==> config.mk <==
export PLATFORM = sky130hd
export DESIGN_NAME = intpol2_d4_ctrl
export DESIGN_NICKNAME = d
export VERILOG_FILES = /design/src/rtl/intpol2_D4_pkg.sv /design/src/rtl/intpol2_D4_step_cnt.sv /design/src/rtl/intpol2_d4_ctrl.sv
export SDC_FILE = /design/constraint.sdc
export NUM_CORES = 1
export LEC_CHECK = 0
export CORE_MARGIN = 1.5
export CORE_UTILIZATION = 54
export DETAILED_ROUTE_END_ITERATION = 10
export DONT_BUFFER_PORTS = 1
export GPL_TIMING_DRIVEN = 0
export PLACE_DENSITY = 0.75
export RECOVER_POWER = 25
export SLEW_MARGIN = 5
export SYNTH_ARGS = -nofsm -noshare
export SYNTH_HDL_FRONTEND = slang
export SYNTH_SLANG_ARGS = --single-unit
==> constraint.sdc <==
create_clock -name clk -period 5.2 [get_ports clk]
set_input_delay 1.04 -clock clk [delete_from_list [all_inputs] [get_ports clk]]
set_output_delay 1.04 -clock clk [all_outputs]
set_load 0.05 [all_outputs]
==> src/rtl/intpol2_D4_pkg.sv <==
// Shared types and constants for the quadratic interpolator control block.
package intpol2_D4_pkg;

  localparam int unsigned CNT_WIDTH_DEF = 8;

  typedef enum logic [3:0] {
    ST_IDLE,
    ST_LOAD0,
    ST_LOAD1,
    ST_LOAD2,
    ST_COEF,
    ST_MUL1,
    ST_MUL2,
    ST_OUT,
    ST_STREAM,
    ST_DONE
  } state_t;

  localparam logic [1:0] XI2_HOLD  = 2'b00;
  localparam logic [1:0] XI2_FIRST = 2'b01;
  localparam logic [1:0] XI2_STEP  = 2'b10;

endpackage

==> src/rtl/intpol2_D4_step_cnt.sv <==
// Per-segment step counter: latches the point count (0 read as 1) and tracks
// the current step index with first/last flags.
module intpol2_D4_step_cnt #(
  parameter int unsigned CNT_WIDTH = intpol2_D4_pkg::CNT_WIDTH_DEF
) (
  input  logic                 clk,
  input  logic                 rstn,
  input  logic                 i_load,
  input  logic [CNT_WIDTH-1:0] i_n,
  input  logic                 i_clr,
  input  logic                 i_inc,
  output logic                 o_is_first,
  output logic                 o_is_last
);

  logic [CNT_WIDTH-1:0] r_n;
  logic [CNT_WIDTH-1:0] r_cnt;
  logic [CNT_WIDTH-1:0] w_n_m1;

  always_ff @(posedge clk or negedge rstn) begin
    if (!rstn) begin
      r_n   <= CNT_WIDTH'(1);
      r_cnt <= '0;
    end else if (i_load) begin
      r_n   <= (i_n == '0) ? CNT_WIDTH'(1) : i_n;
      r_cnt <= '0;
    end else if (i_clr) begin
      r_cnt <= '0;
    end else if (i_inc) begin
      r_cnt <= r_cnt + CNT_WIDTH'(1);
    end
  end

  assign w_n_m1     = r_n - CNT_WIDTH'(1);
  assign o_is_first = (r_cnt == '0);
  assign o_is_last  = (r_cnt == w_n_m1);

endmodule

==> src/rtl/intpol2_d4_ctrl.sv <==
// Control FSM for the quadratic interpolator datapath.
// Optional feature: INTPOL2_D4_FLUSH_EN (i_last ends the run via DONE).
module intpol2_d4_ctrl #(
  parameter int unsigned CNT_WIDTH = intpol2_D4_pkg::CNT_WIDTH_DEF
) (
  input  logic                 clk,
  input  logic                 rstn,
  input  logic                 start,
  input  logic                 abort,
  input  logic [CNT_WIDTH-1:0] n_steps,
  input  logic                 i_valid,
  output logic                 i_ready,
  input  logic                 i_last,
  output logic                 o_valid,
  input  logic                 o_ready,
  output logic                 clear,
  output logic                 Ld_M0,
  output logic                 Ld_M1,
  output logic                 Ld_M2,
  output logic                 en_stream,
  output logic                 op_1,
  output logic                 en_sum,
  output logic                 Ld_p1_xi,
  output logic                 Ld_data,
  output logic                 sel_mult,
  output logic [1:0]           sel_xi2,
  output logic                 busy,
  output logic                 done
);

  import intpol2_D4_pkg::*;

  state_t r_state;
  state_t w_next;

  logic w_cnt_load;
  logic w_cnt_clr;
  logic w_cnt_inc;
  logic w_is_first;
  logic w_is_last;
  logic w_in_hs;
  logic w_flush;

  intpol2_D4_step_cnt #(
    .CNT_WIDTH (CNT_WIDTH)
  ) u_step_cnt (
    .clk        (clk),
    .rstn       (rstn),
    .i_load     (w_cnt_load),
    .i_n        (n_steps),
    .i_clr      (w_cnt_clr),
    .i_inc      (w_cnt_inc),
    .o_is_first (w_is_first),
    .o_is_last  (w_is_last)
  );

  always_ff @(posedge clk or negedge rstn) begin
    if (!rstn) r_state <= ST_IDLE;
    else       r_state <= w_next;
  end

  assign busy    = (r_state != ST_IDLE);
  assign w_in_hs = i_ready & i_valid;

`ifdef INTPOL2_D4_FLUSH_EN
  logic r_last_seen;

  // Sticky across segments; only a return to IDLE forgets it.
  always_ff @(posedge clk or negedge rstn) begin
    if (!rstn)                       r_last_seen <= 1'b0;
    else if (r_state == ST_IDLE)     r_last_seen <= 1'b0;
    else if (w_in_hs && i_last)      r_last_seen <= 1'b1;
  end

  assign w_flush = r_last_seen;
`else
  logic w_unused_last;

  assign w_unused_last = i_last;
  assign w_flush       = 1'b0;
`endif

  always_comb begin
    w_next     = r_state;
    w_cnt_load = 1'b0;
    w_cnt_clr  = 1'b0;
    w_cnt_inc  = 1'b0;
    i_ready    = 1'b0;
    o_valid    = 1'b0;
    clear      = 1'b0;
    Ld_M0      = 1'b0;
    Ld_M1      = 1'b0;
    Ld_M2      = 1'b0;
    en_stream  = 1'b0;
    op_1       = 1'b0;
    en_sum     = 1'b0;
    Ld_p1_xi   = 1'b0;
    Ld_data    = 1'b0;
    sel_mult   = 1'b0;
    sel_xi2    = XI2_HOLD;
    done       = 1'b0;

    // Abort masks every strobe and handshake in its own cycle.
    if (abort) begin
      w_next    = ST_IDLE;
      w_cnt_clr = 1'b1;
`ifndef INTPOL2_D4_FLUSH_EN
      done      = busy;
`endif
    end else begin
      case (r_state)
        ST_IDLE: begin
          if (start) begin
            clear      = 1'b1;
            w_cnt_load = 1'b1;
            w_next     = ST_LOAD0;
          end
        end
        ST_LOAD0: begin
          i_ready = 1'b1;
          if (i_valid) begin
            Ld_M0  = 1'b1;
            w_next = ST_LOAD1;
          end
        end
        ST_LOAD1: begin
          i_ready = 1'b1;
          if (i_valid) begin
            Ld_M1  = 1'b1;
            w_next = ST_LOAD2;
          end
        end
        ST_LOAD2: begin
          i_ready = 1'b1;
          if (i_valid) begin
            Ld_M2  = 1'b1;
            w_next = ST_COEF;
          end
        end
        ST_COEF: begin
          op_1   = 1'b1;
          w_next = ST_MUL1;
        end
        ST_MUL1: begin
          Ld_p1_xi = 1'b1;
          w_next   = ST_MUL2;
        end
        ST_MUL2: begin
          sel_mult = 1'b1;
          Ld_data  = 1'b1;
          w_next   = ST_OUT;
        end
        ST_OUT: begin
          o_valid = 1'b1;
          if (o_ready) begin
            if (!w_is_last) begin
              en_sum    = 1'b1;
              sel_xi2   = w_is_first ? XI2_FIRST : XI2_STEP;
              w_cnt_inc = 1'b1;
              w_next    = ST_MUL1;
            end else begin
              w_next = w_flush ? ST_DONE : ST_STREAM;
            end
          end
        end
        ST_STREAM: begin
          i_ready = 1'b1;
          if (i_valid) begin
            en_stream = 1'b1;
            clear     = 1'b1;
            w_cnt_clr = 1'b1;
            w_next    = ST_COEF;
          end
        end
        ST_DONE: begin
          done   = 1'b1;
          w_next = ST_IDLE;
        end
        default: w_next = ST_IDLE;
      endcase
    end
  end

endmodule

======== Word-level counts from Yosys, hierarchy flattened ========
Cells that the tools add are included.
storage, ports and cells
  bits in registers ....................... 20
  word-level logic and storage cells ...... 76
cells by class
  $add $sub $neg .......................... 2
  eq/ne operators ......................... 15
  muxes and demuxes ....................... 48
  reductions and logical operators ........ 8
operator list
  kind                                                 number
  2-to-1 mux 8 bit                                     4
  case mux 4 bit (8 select lines)                      1
  2-to-1 mux 1 bit                                     30
  2-to-1 mux 4 bit                                     7
  equality test 4 x 3 -> 1 bit, second input constant  4
  zero test 8 bit                                      2
  != test 3 bit, second input constant                 4
  2-to-1 mux 2 bit                                     5
  adder 8 x 1 -> 8 bit, second input constant          1
  equality test 4 x 2 -> 1 bit, second input constant  2
  equality test 4 bit, second input constant           2
  equality test 8 bit                                  1
  subtractor 8 x 1 -> 8 bit, second input constant     1
  AND reduction 5 bit                                  1
  equality test 4 x 1 -> 1 bit, second input constant  1
  zero test 4 bit                                      1
  nonzero test 4 bit                                   1
  OR reduction 4 bit                                   1
  != test 3 x 1 -> 1 bit, second input constant        1
  nonzero test 3 bit                                   1
  case mux 1 bit (2 select lines)                      1
  OR reduction 2 bit                                   1

======== Logic depth before layout (Yosys ltp) ========
Gate-level depths: netlist of the first run.
  depth after elaboration ................. 9
  mapped depth ............................ 8
  mapped depth without buffers ............ 8

======== Modules after synthesis ========
Synthesis of the first run repeated with hierarchy kept, for this count alone.
unflattened totals
  cell total of the unflattened synthesis .. 166
  area total of the unflattened synthesis .. 1453.9 um^2
by module, submodules not included
  module               times used  cells an instance  area each (um^2)
  intpol2_D4_step_cnt  1           102                988.4
  intpol2_d4_ctrl      1           64                 465.4

======== Least setup slack after synthesis of the first run ========
OpenSTA, ideal clock, no wires.
  path type ............................... input port to output port
  from .................................... input port abort
  to ...................................... output port sel_xi2[1]
  arrival time ............................ 3.323 ns
  required time ........................... 4.160 ns
  path slack .............................. 0.837 ns
  stages .................................. 7
  path through ............................ buf_2 or2_1 clkbuf_1 nor3_2 and2_1 o21ai_4 nor2b_1
between the ends
  word-level cells in the longest chain between the ends .. 1
RTL lines
  element             RTL line                text
  start: declaration  intpol2_d4_ctrl.sv:9    input logic abort,
  2-to-1 mux 2 bit    intpol2_d4_ctrl.sv:104  if (abort) begin
  end: declaration    intpol2_d4_ctrl.sv:26   output logic [1:0] sel_xi2,
Every way passes these cells.

======== Worst setup path after layout of the first run ========
Ends and elaborated chain as after synthesis.

==> metrics.md, run 1 <==
| Metric | Value |
|---|---|
| Post-synthesis adder-cell area fraction | 0.0316 |
| Synthesis-stage register bit count | 20 |
| Hold_buf cts | 0 |
| Worst-margin pin slew | 954 ps |
| Mux cell area share after synthesis | 0.112 |
| I/O pin cnt | 31 |
| Root buf cell | clkbuf_4 |
| Die W | 55.8 microns |
| Die Y | 55.8 microns |
| Mapped cell area | 1500 sq um |
| Rel. slew slack | 0.363 |
| First drt pass iteration count | 5 |
| CTS max path bufs | 2 |
| Max-cap viol count | 0 |
| DR WL/cell | 14.8 microns |
| Main area contributors after synthesis | dfrtp_1 (32%), mux2i_1 (6.0%), mux2_2 (5.2%) |
| Compound-gate portion of the synthesized area | 0.140 |
| Dpl cells | 203 |
| Routed Antenna Nets | 0 |
| Cts repair resizes | 0 |
| CTS clk-pin slew, worst paths | 120 ps |
| Commonest non-fill, non-tap cell in the layout | dfrtp_1 |
| Filler cell count | 218 |
| CTS buffer count | 3 |
| Sequential-to-total area share from yosys stat | 0.334 |
| Simple-gate share of the synthesized area | 0.277 |
| Synth area leader | dfrtp_1 |
| Via-to-Cell Ratio | 6.18 |
| CP Launch Point | abort |
| Final setup viols | 0 |
| First-pass GRT wire length | 5360 microns |
| Async SR Flop Fraction | 1.00 |
| Setup TNS | 0 ps |
| Max Fclk | 219 MHz |
| Syn Area/Cell | 8.69 sq um |
| Synth Area in XOR/XNOR | 0.0525 |
| LEAKAGE | 0.711 nW |
| Final min period | 4570 ps |
| Setup Crit Path Kind | input pin to output port |
| Area grow syn2layout | 5.91% |
| M2 GR Usage | 0.327 |
| CP endpoint kind | output port |
| Gr ovfl total | 0 |
| Distinct cells, synth | 46 |
| Final #Nets | 196 |
| Layout cells sized above 1 | 0.153 |
| Syn_nets | 191 |
| Hpwl dp | 2350 microns |
| Sequential Area | 502 sq um |
| Clock Skew | 7.78 ps |
| Drt total wl | 3060 microns |
| Most frequent cells in the layout | dfrtp_1 (19), nand2_1 (17), nor2_1 (15), inv_1 (9), mux2i_1 (9) |
| Crit path launch type | input pin |
| Placeable Area | 2540 sq um |
| VDD IR max | 0.319 mV |
| Post-synth top area share | 0.316 |
| Buffers on Ports | 0 |
| Largest family of logic cells by synthesized area | simple AND/OR/NAND/NOR gates |
| Clk sink count | 20 |
| Final Max Tran Viols | 0 |
| Status | finished, final reports clean |
| Worst Hold Class | input pin to asynchronous set/reset pin |
| CTS tree | built |
| Row count | 18 |
| Synth warnings | 0 |
| Initial antenna violation count | 0 |
| Met1 GRT Util | 0.307 |
| Layout Cell Area excl Fill | 1590 sq um |
| Required time worst endpoint | 4160 ps |
| Clk Latency, worst-skew pair | 300 ps |
| Aggregate global-route resource usage | 0.213 |
| Number of global-route vias before repair | 1166 |
| Vias | 1279 |
| Post-CTS Setup Bufs | 0 |
| Top_reg_cell synth | dfrtp_1 |
| M3 GR Usage | 0.0558 |
| H-tree Lvls | 1 |
| Largest net degree at the start of global routing | 21 |
| CP max FO | 8 |
| EDFF count, synth | 0 |
| Initial DRC Count | 48 |
| Pwr Density | 451 nW/um^2 |
| Period utilization | 0.879 |
| Area of the multi-input gates | 937 sq um |
| WP data arrival | 3530 ps |
| Placed Instance Area | 1560 sq um |
| Initial core utilization | 0.590 |
| Path depth of the worst reg2reg path | 7 |
| GPL Wtd Cong | 0.891 |
| Non-Filler Instances | 207 |
| FF-to-FF Start | r_state[2] |
| Final Hold Fails | 0 |
| Cells after synthesis | 173 |
| Busiest grt layer | met2 |
| N_diodes | 0 |
| Residual DRC | 0 |
| Die area | 3110 sq um |
| RSZ-0062 raised after global routing | false |
==> sequential cells by signal (all words and copies together), names as in the netlist <==
| signal | count |
|---|---|
| r_state | 4 |
| u_step_cnt.r_cnt | 8 |
| u_step_cnt.r_n | 8 |
==> worst paths after layout <==
kind / to / slack [ps]
worst max-delay path: sel_xi2[1] / 630
worst min-delay path: r_state[2] / 410
worst max register to register: u_step_cnt.r_cnt[5] / 2620
worst min register to register: u_step_cnt.r_n[0] / 520
max in group asynchronous: u_step_cnt.r_n[0] / 4610
min in group clk: u_step_cnt.r_n[0] / 520
==> cells in the mapped netlist (2+ instances only) <==
| cell type | number |
|---|---|
| dfrtp_1 | 19 |
| nand2_1 | 17 |
| nor2_1 | 15 |
| inv_1 | 9 |
| mux2i_1 | 9 |
| o21ai_0 | 8 |
| mux2_2 | 7 |
| nor3_1 | 7 |
| clkbuf_1 | 6 |
| nand3_1 | 6 |
| a21oi_1 | 5 |
| nand2b_1 | 5 |
| xor2_1 | 5 |
| and3_1 | 4 |
| o31ai_1 | 4 |
| xnor2_1 | 4 |
| buf_2 | 3 |
| ha_1 | 3 |
| nor2b_1 | 3 |
| o211ai_1 | 3 |
| and2_1 | 2 |
| nand4b_1 | 2 |
| nor3b_1 | 2 |
| nor4_1 | 2 |
| o21bai_1 | 2 |
==> critical path, cell delays in order <==
cell and delay [ps]:
buf_2 150, or2_1 230, clkbuf_1 180, nor3_2 740
and2_1 330, o21ai_4 110, nor2b_1 760
==> cells by family (layout without fill, tap and decap cells) <==
logic type | after synthesis | in the layout
AOI/OAI and AO/OA | 30 | 30
adders and majority gates | 4 | 4
muxes | 16 | 16
xor gates and xnor gates | 9 | 9
buffers and inverters | 19 | 23
and+or+nand+nor | 75 | 75
DFF | 20 | 20
==> metal layers <==
metal	vias up	share of wire
met1	612	0.47
met5	-	0
met4	0	0.0056
met3	4	0.068
met2	48	0.46
li1	615	-
==> area by class of cell <==
cell class | count | share of cell area
Tap cell | 30 | 0.0236
Inverter | 9 | 0.0212
Multi-Input combinational cell | 134 | 0.589
Sequential cell | 20 | 0.315
Buffer | 10 | 0.0283
Clock buffer | 4 | 0.0228
==> metrics by stage <==
stage / setup WS, ps / util / hold WS, ps / power, mW
CTS: 628 / 0.625 / 402 / 0.719
floorplan: 837 / - / 482 / 0.561
global route: 516 / 0.625 / 386 / 0.770
global placement: 672 / 0.605 / 503 / 0.604
detailed placement: 630 / 0.611 / 509 / 0.626
finish: 631 / 0.625 / 410 / 0.718
==> power breakdown <==
group	switching, mW	leakage, nW	internal [mW]
Combinational	0.253	0.432	0.129
Sequential	0.0444	0.258	0.201
Clock	0.0482	0.0210	0.0427
Note: power is estimated with default switching activity, not from simulation.
==> inputs of run 2 (changes only) <==
--- a/config.mk
+++ b/config.mk
@@ -13,4 +13,5 @@
 export PLACE_DENSITY = 0.75
 export RECOVER_POWER = 25
+export SKIP_CTS_REPAIR_TIMING = 1
 export SLEW_MARGIN = 5
 export SYNTH_ARGS = -nofsm -noshare
==> constraint.sdc (replaced) <==
create_clock -name clk -period 5.2 [get_ports clk]
set_input_delay 1.04 -clock clk [delete_from_list [all_inputs] [get_ports clk]]
set_output_delay 1.04 -clock clk [all_outputs]
set_load 0.005 [all_outputs]
==> run 2 against run 1 <==
  * Hold slack lost 9.8 ps
  * Utilization shrank 0.59 points
  * First-iteration DRC count grew 17%
  * Power shrank 11%
  * Critical path depth grew 1
  * Clock power grew 3.9%
  * Register-to-register slack gained 160 ps
  * Worst setup slack gained 970 ps
==> metrics.md, run 2 (synthesis gave the netlist of run 1 again) <==
| Metric | Value |
|---|---|
| Status | finished, final reports clean |
| DR WL/cell | 14.8 microns (about the same) |
| Worst-margin pin slew | 828 ps (-126 ps) |
| CP endpoint kind | output port |
| Final #Nets | 196 (unchanged) |
| CTS tree | built |
| Aggregate global-route resource usage | 0.203 (-0.00982) |
| Initial antenna violation count | 0 (unchanged) |
| CTS buffer count | 3 (unchanged) |
| Crit path launch type | flip-flop |
| Clock Power Share | 0.147 (+0.020) |
| Required time worst endpoint | 4160 ps (about the same) |
| Combinational Power Share | 0.473 (-0.059) |
| CP max FO | 10 (+2) |
| Via-to-Cell Ratio | 6.12 (-1.0%) |
| Vias | 1266 (-1.0%) |
| Max-cap viol count | 0 (unchanged) |
| Initial DRC Count | 56 (+17%) |
| WP data arrival | 2560 ps (-970 ps) |
| Worst Hold Class | input pin to asynchronous set/reset pin |
| Setup Crit Path Kind | flip-flop to output port |
| H-tree Lvls | 1 (unchanged) |
| Period utilization | 0.692 (-0.187) |
| Row count | 18 (unchanged) |
| Gr ovfl total | 0 (unchanged) |
| Placeable Area | 2540 sq um (unchanged) |
| Root buf cell | clkbuf_4 |
| Sw Share | 0.422 (-0.0594) |
| Setup TNS | 0 ps (unchanged) |
| Pwr Density | 407 nW/um^2 (-9.7%) |
| Final min period | 3600 ps (-972 ps) |
| Clock Skew | 11.1 ps (+3.35 ps) |
| Number of global-route vias before repair | 1137 (-2.5%) |
| Top flop regs | u_step_cnt.r_cnt: 8 flops, u_step_cnt.r_n: 8 flops, r_state: 4 flops |
| Die W | 55.8 microns (unchanged) |
| Pint | 0.371 mW (-0.37%) |
| Routed Antenna Nets | 0 (unchanged) |
| CTS max path bufs | 2 (unchanged) |
| Most frequent cells in the layout | dfrtp_1 (19), nand2_1 (17), nor2_1 (15), inv_1 (9), mux2i_1 (9) |
| Fin util | 0.619 (-0.00590) |
| Layout cells sized above 1 | 0.136 (-0.0169) |
| Max Fclk | 278 MHz (+27%) |
| First-pass GRT wire length | 5110 microns (-4.8%) |
| Residual DRC | 0 (unchanged) |
| LEAKAGE | 0.707 nW (-0.56%) |
| Largest net degree at the start of global routing | 21 (unchanged) |
| Final Max Tran Viols | 0 (unchanged) |
| Commonest non-fill, non-tap cell in the layout | dfrtp_1 |
| First drt pass iteration count | 4 (-1) |
| Die Y | 55.8 microns (unchanged) |
| Clk Latency, worst-skew pair | 310 ps (about the same) |
| RSZ-0062 raised after global routing | false |
| Final setup viols | 0 (unchanged) |
| Tot Pwr | 0.642 mW (-11%) |
| CTS clk-pin slew, worst paths | 130 ps (about the same) |
| Clk sink count | 20 (unchanged) |
| N_diodes | 0 (unchanged) |
| I/O pin cnt | 31 (unchanged) |
| Filler cell count | 215 (-1.4%) |
| Initial core utilization | 0.590 (unchanged) |
| P_sw | 0.270 mW (-22%) |
| Drt total wl | 3060 microns (about the same) |
| Flop pwr share | 0.380 (+0.038) |
| GPL Wtd Cong | 0.891 (unchanged) |
| VDD IR max | 0.302 mV (-5.2%) |
| Rel. slew slack | 0.448 (+0.0854) |
| Final Hold Fails | 0 (unchanged) |
| Hpwl dp | 2350 microns (+0.17%) |
| Die area | 3110 sq um (unchanged) |
| Buffers on Ports | 0 (unchanged) |
| Area grow syn2layout | 4.91% |
==> run 2: cell counts in the layout (fill, tap and decap cells not counted) <==
No cell type changed its count.
==> run 2: routing by layer <==
layer	track usage	routed length [microns]	vias up
li1	-	-	619
met1	0.283	1430	596
met2	0.320	1400	49
met3	0.0628	222	2
met4	0.0279	10	0
met5	0	0	-
==> run 2: worst paths after layout <==
kind / cells past startpoint / from / slack [ps] / end
min in group clk: 2 / u_step_cnt.r_n[0] / 520 / u_step_cnt.r_n[0]
setup reg to reg: 8 / u_step_cnt.r_n[0] / 2780 / u_step_cnt.r_cnt[3]
setup / recovery: 8 / u_step_cnt.r_n[0] / 1600 / sel_xi2[1]
hold / removal: 0 / rstn / 400 / r_state[2]
hold reg to reg: 2 / u_step_cnt.r_n[0] / 520 / u_step_cnt.r_n[0]
max in group asynchronous: 0 / rstn / 4610 / u_step_cnt.r_n[0]
==> run 2: critical path, cell delays in order (launching register included) <==
cell      delay [ps]
dfstp_2          570
inv_1             60
ha_1             310
xor2_1           170
o211ai_1         100
a211oi_1         260
nand3_1          370
o21ai_4          320
nor2b_1          100
==> run 2: cell type report <==
class | instances | area [sq um] | share of cell area
Multi-Input combinational cell | 134 | 922 | 0.585
Sequential cell | 20 | 502 | 0.318
Buffer | 10 | 45.0 | 0.0286
Tap cell | 30 | 37.5 | 0.0238
Clock buffer | 4 | 36.3 | 0.0230
Inverter | 9 | 33.8 | 0.0214
==> run 2: through the flow <==
step                setup slack (ps)  cells  hold slack [ps]  cell area, sq um
global route                    1410    207              384              1580
floorplan                       1990    173              482              1500
CTS                             1580    207              401              1580
finish                          1600    207              401              1580
detailed placement              1780    203              510              1540
global placement                1820    203              503              1540
==> run 2: power groups by stage <==
| stage | Clock (mW) | Combinational (mW) | Sequential, mW |
|---|---|---|---|
| floorplan | 0 | 0.253 | 0.234 |
| global placement | 0 | 0.287 | 0.242 |
| detailed placement | 0 | 0.302 | 0.246 |
| CTS | 0.0947 | 0.303 | 0.243 |
| global route | 0.100 | 0.335 | 0.251 |
| finish | 0.0944 | 0.303 | 0.244 |
==> RTL edit 1, RTL diff (config.mk and constraints of run 2) <==
The option `INTPOL2_D4_FLUSH_EN` is turned on by a define.
--- a/src/rtl/intpol2_d4_ctrl.sv
+++ b/src/rtl/intpol2_d4_ctrl.sv
@@ -1,5 +1,7 @@
 // Control FSM for the quadratic interpolator datapath.
 // Optional feature: INTPOL2_D4_FLUSH_EN (i_last ends the run via DONE).
+`define INTPOL2_D4_FLUSH_EN
+
 module intpol2_d4_ctrl #(
   parameter int unsigned CNT_WIDTH = intpol2_D4_pkg::CNT_WIDTH_DEF
 ) (
Formal check against the unedited RTL: not equivalent (a bounded check fails within 4 cycles, from zero or initial values and one cycle with rstn low).
==> RTL edit 1 against run 2 <==
Sequential cell count increased by 1; total power increased by 1.2%; worst setup slack gained 0.031 ns; wire length is 17% higher; count of clock-buffer cells in the layout down 1; core utilization decreased by 2.4 points; die area up 5.5%; design area increased by 5.1%; area after synthesis up 5.8%; critical path type unchanged.
==> RTL edit 1: results (changes against run 2) <==
| Group | Quantity | Reported | vs run 2 |
|---|---|---|---|
| detailed routing | Via density per instance | 6.50 | +6.3% |
| detailed routing | Avg WL per Cell | 16.0 um | +8.5% |
| grt | Global routing usage on met2 | 0.396 | +0.0760 |
| logic synthesis | Post-Syn Nets | 206 | +7.9% |
| detailed routing | Iteration-0 DRC Markers | 69 | +23% |
| pwr | Leak Pwr | 0.650 nW | -8.1% |
| grt | Global-route total usage across every layer | 0.231 | +0.0274 |
| finish | Layout clock area frac | 0.0166 | -0.00640 |
| detailed routing | Met1 wire length | 1530 um | +7.4% |
| finish | Fill cell instance count of the final layout | 237 | +10% |
| grt | Wire length of the first global-routing pass | 6090 um | +19% |
| critical path | Critical path arrival | 2.53 ns | -0.03 ns |
| pwr | Worst IR Drop VDD | 0.000348 V | +15% |
| detailed routing | Metal2 WL | 1790 um | +28% |
| finish | Area used by sequential logic in the layout | 527 sq um | +5.0% |
| critical path | Delay-heaviest family, CP | flip-flops |  |
| finish | Multi-input gates | 143 | +6.7% |
| pwr | Comb power frac | 0.474 | about the same |
| detailed routing | Total Routed Length | 3580 um | +17% |
| logic synthesis | Register area share after synthesis | 0.331 | -0.00265 |
| logic synthesis | Mean area per synthesized cell | 8.46 sq um | -2.6% |
| grt | Global Route met3 Usage | 0.0499 | -0.0129 |
| finish | Number of non-clock buffers | 14 | +4 |
| critical path | Crit path max fanout | 6 | -4 |
| logic synthesis | Synthesis-stage register bit count | 21 | +5.0% |
| pwr | Sw Ratio | 0.419 | -0.00208 |
| outcome | Run status | finished, final reports clean |  |
| sta | Worst setup skew after layout | 0.00702 ns | -0.00410 ns |
| critical path | Slowest stage delay, CP | 0.61 ns | +0.04 ns |
| placement | Cell Count Post-Placement | 219 | +7.9% |
| finish | Relative area of non-clock buffer cells in the final design | 0.0431 | +0.0145 |
==> RTL edit 1: cell types whose count changed in the layout (fill, tap and decap cells not counted), moves of 3 or more <==
| cell | run 2 | this run |
|---|---|---|
| buf_2 | 3 | 0 |
| nor4_1 | 2 | 6 |
| a21oi_1 | 5 | 9 |
| nand4_1 | 0 | 5 |
| or4_1 | 1 | 6 |
| clkbuf_1 | 6 | 10 |
| mux2i_1 | 9 | 0 |
| o31ai_1 | 4 | 7 |
| nand2_1 | 17 | 13 |
==> RTL edit 1: metrics by stage <==
step	worst slack, ns	area (sq um)
after floorplan	2.34	1590
after global routing	1.52	1660
after detailed placement	2.04	1630
after global placement	2.11	1630
after CTS	1.68	1660
final	1.63	1660
==> RTL edit 1: logic make-up after synthesis <==
family,count (synthesis),synth area share
and+or+nand+nor,85,0.299
muxes,8,0.0567
xor gates and xnor gates,9,0.0496
adders and majority gates,3,0.0236
DFF,21,0.331
buffers and inverters,24,0.0685
AOI/OAI and AO/OA,38,0.172
==> RTL edit 1: path summary, 6_finish.rpt <==
kind / startpoint / endpoint / slack, ns / depth (start not counted)
worst max register to register: u_step_cnt.r_n[0]$_DFFE_PN1P_ / r_state[0]$_DFFE_PN0P_ / 2.55 / 8
max in group asynchronous: rstn / u_step_cnt.r_n[0]$_DFFE_PN1P_ / 4.61 / 0
worst max-delay path: u_step_cnt.r_n[0]$_DFFE_PN1P_ / sel_xi2[1] / 1.63 / 7
worst min register to register: r_last_seen$_DFFE_PN0P_ / r_last_seen$_DFFE_PN0P_ / 0.52 / 2
min in group clk: r_last_seen$_DFFE_PN0P_ / r_last_seen$_DFFE_PN0P_ / 0.52 / 2
worst min-delay path: rstn / r_state[2]$_DFFE_PN0P_ / 0.41 / 0
==> RTL edit 2, RTL diff (flow settings as in run 2) <==
Without the edit above. Re-encode `state_t` (10 states) as Gray code, 4 bits wide.
--- a/src/rtl/intpol2_D4_pkg.sv
+++ b/src/rtl/intpol2_D4_pkg.sv
@@ -4,16 +4,16 @@
   localparam int unsigned CNT_WIDTH_DEF = 8;
 
   typedef enum logic [3:0] {
-    ST_IDLE,
-    ST_LOAD0,
-    ST_LOAD1,
-    ST_LOAD2,
-    ST_COEF,
-    ST_MUL1,
-    ST_MUL2,
-    ST_OUT,
-    ST_STREAM,
-    ST_DONE
+    ST_IDLE   = 4'b0000,
+    ST_LOAD0  = 4'b0001,
+    ST_LOAD1  = 4'b0011,
+    ST_LOAD2  = 4'b0010,
+    ST_COEF   = 4'b0110,
+    ST_MUL1   = 4'b0111,
+    ST_MUL2   = 4'b0101,
+    ST_OUT    = 4'b0100,
+    ST_STREAM = 4'b1100,
+    ST_DONE   = 4'b1101
   } state_t;
 
   localparam logic [1:0] XI2_HOLD  = 2'b00;
Behaviour: no difference found for any inputs over 10 cycles, from zero or initial values and one cycle with rstn low; not proved beyond that.
==> RTL edit 2 against run 2 <==
Design area decreased by 0.79%; critical endpoint unchanged; area after synthesis decreased by 0.83%; total power increased by 1.1%; core utilization decreased by 0.49 points; sequential cell count unchanged; wire length increased by 3.9%; non-clock buffer count unchanged; worst setup slack improved by 0.18 ns.
==> RTL edit 2: results (changes against run 2) <==
| Group | Quantity | Reported | vs run 2 |
|---|---|---|---|
| critical path | Crit path max fanout | 5 | -5 |
| critical path | Reg2reg end | r_state[0]$_DFFE_PN0P_ |  |
| clocking | Clock-pin transition on the worst setup and hold timing paths | 0.11 ns | -0.02 ns |
| grt | Global Route met3 Usage | 0.0609 | -0.00190 |
| grt | Wire length of the first global-routing pass | 5600 um | +9.7% |
| grt | Global-route total usage across every layer | 0.223 | +0.0200 |
| logic synthesis | Adder-cell share of the synthesized area | 0.0319 | +0.000266 |
| logic synthesis | Mux cell area share after synthesis | 0.0596 | -0.0528 |
| pwr | Sw power | 0.000270 W | -0.32% |
| sta | Worst relative slew slack | 0.639 | +0.190 |
| pwr | Leak Pwr | 0.665 nW | -6.0% |
| sta | Highest achievable clock rate | 0.292 GHz | +5.1% |
| finish | Post-Layout Cell Count | 204 | -1.4% |
| logic synthesis | Library cells used by synthesis | 53 | +15% |
| detailed routing | Total length of routed met3 wires | 219 um | -1.4% |
| finish | Fill cell instance count of the final layout | 230 | +7.0% |
| detailed routing | Met1 wire length | 1500 um | +5.2% |
| finish | Share of layout cells above drive strength 1 | 0.132 | -0.00341 |
| sta | Hold slack | 0.412 ns | +0.0118 ns |
| pwr | Worst IR Drop VDD | 0.000335 V | +11% |
| finish | Number of nets at the end of the flow | 193 | -1.5% |
| sta | Worst setup skew after layout | 0.00942 ns | -0.00170 ns |
| placement | Worst slack after detailed placement | 1.86 ns | +0.0820 ns |
| grt | Via count of the first global-routing pass | 1,219 | +7.2% |
| critical path | Delay-heaviest family, CP | simple AND/OR/NAND/NOR gates |  |
| critical path | Length in cells of the worst reg-to-reg path | 9 | +1 |
| detailed routing | Iteration-0 DRC Markers | 63 | +13% |
| placement | Cell Count Post-Placement | 200 | -1.5% |
| critical path | Worst R2R Setup Slack | 2.82 ns | +0.04 ns |
| detailed routing | Avg WL per Cell | 15.6 um | +5.4% |
| critical path | Slowest stage delay, CP | 0.59 ns | +0.02 ns |
| logic synthesis | Synthesized-area fraction occupied by ao, oa, aoi and oai cells | 0.164 | +0.0238 |
| detailed routing | Metal2 WL | 1430 um | +2.3% |
| detailed routing | Via count | 1,317 | +4.0% |
| logic synthesis | Cell types with the largest area share after synthesis | dfrtp_1 (32%), mux2_2 (5.3%), xor2_1 (3.5%) |  |
| logic synthesis | Synth cell count leaders | dfrtp_1 (19), nand2_1 (12), nor2_1 (11) |  |
| outcome | Run status | finished, final reports clean |  |
| logic synthesis | Most used flip-flop cell after synthesis | dfrtp_1 |  |
-- RTL edit 2: final cells by class --
| type | count | area (sq um) | area share |
|---|---|---|---|
| inverters | 8 | 30.0 | 0.0192 |
| flip-flops and latches | 20 | 502 | 0.321 |
| multi-input cells | 132 | 906 | 0.579 |
| well taps | 30 | 37.5 | 0.0240 |
| clock buffers | 4 | 36.3 | 0.0232 |
| plain buffers | 10 | 52.6 | 0.0336 |
-- RTL edit 2: kinds of logic after synthesis --
kind of cell	count (synthesis)
and+or+nand+nor	75
muxes	8
AOI/OAI and AO/OA	34
xor gates and xnor gates	11
adders and majority gates	4
buffers and inverters	18
DFF	20
-- RTL edit 2: power by group through the flow --
stage          registers [W]  logic [W]  clock network, W
3_5_place_dp        0.000256   0.000304                 0
5_1_grt             0.000260   0.000348         0.0000959
6_report            0.000252   0.000308         0.0000883
4_1_cts             0.000252   0.000305         0.0000910
2_1_floorplan       0.000244   0.000257                 0
3_3_place_gp        0.000252   0.000293                 0
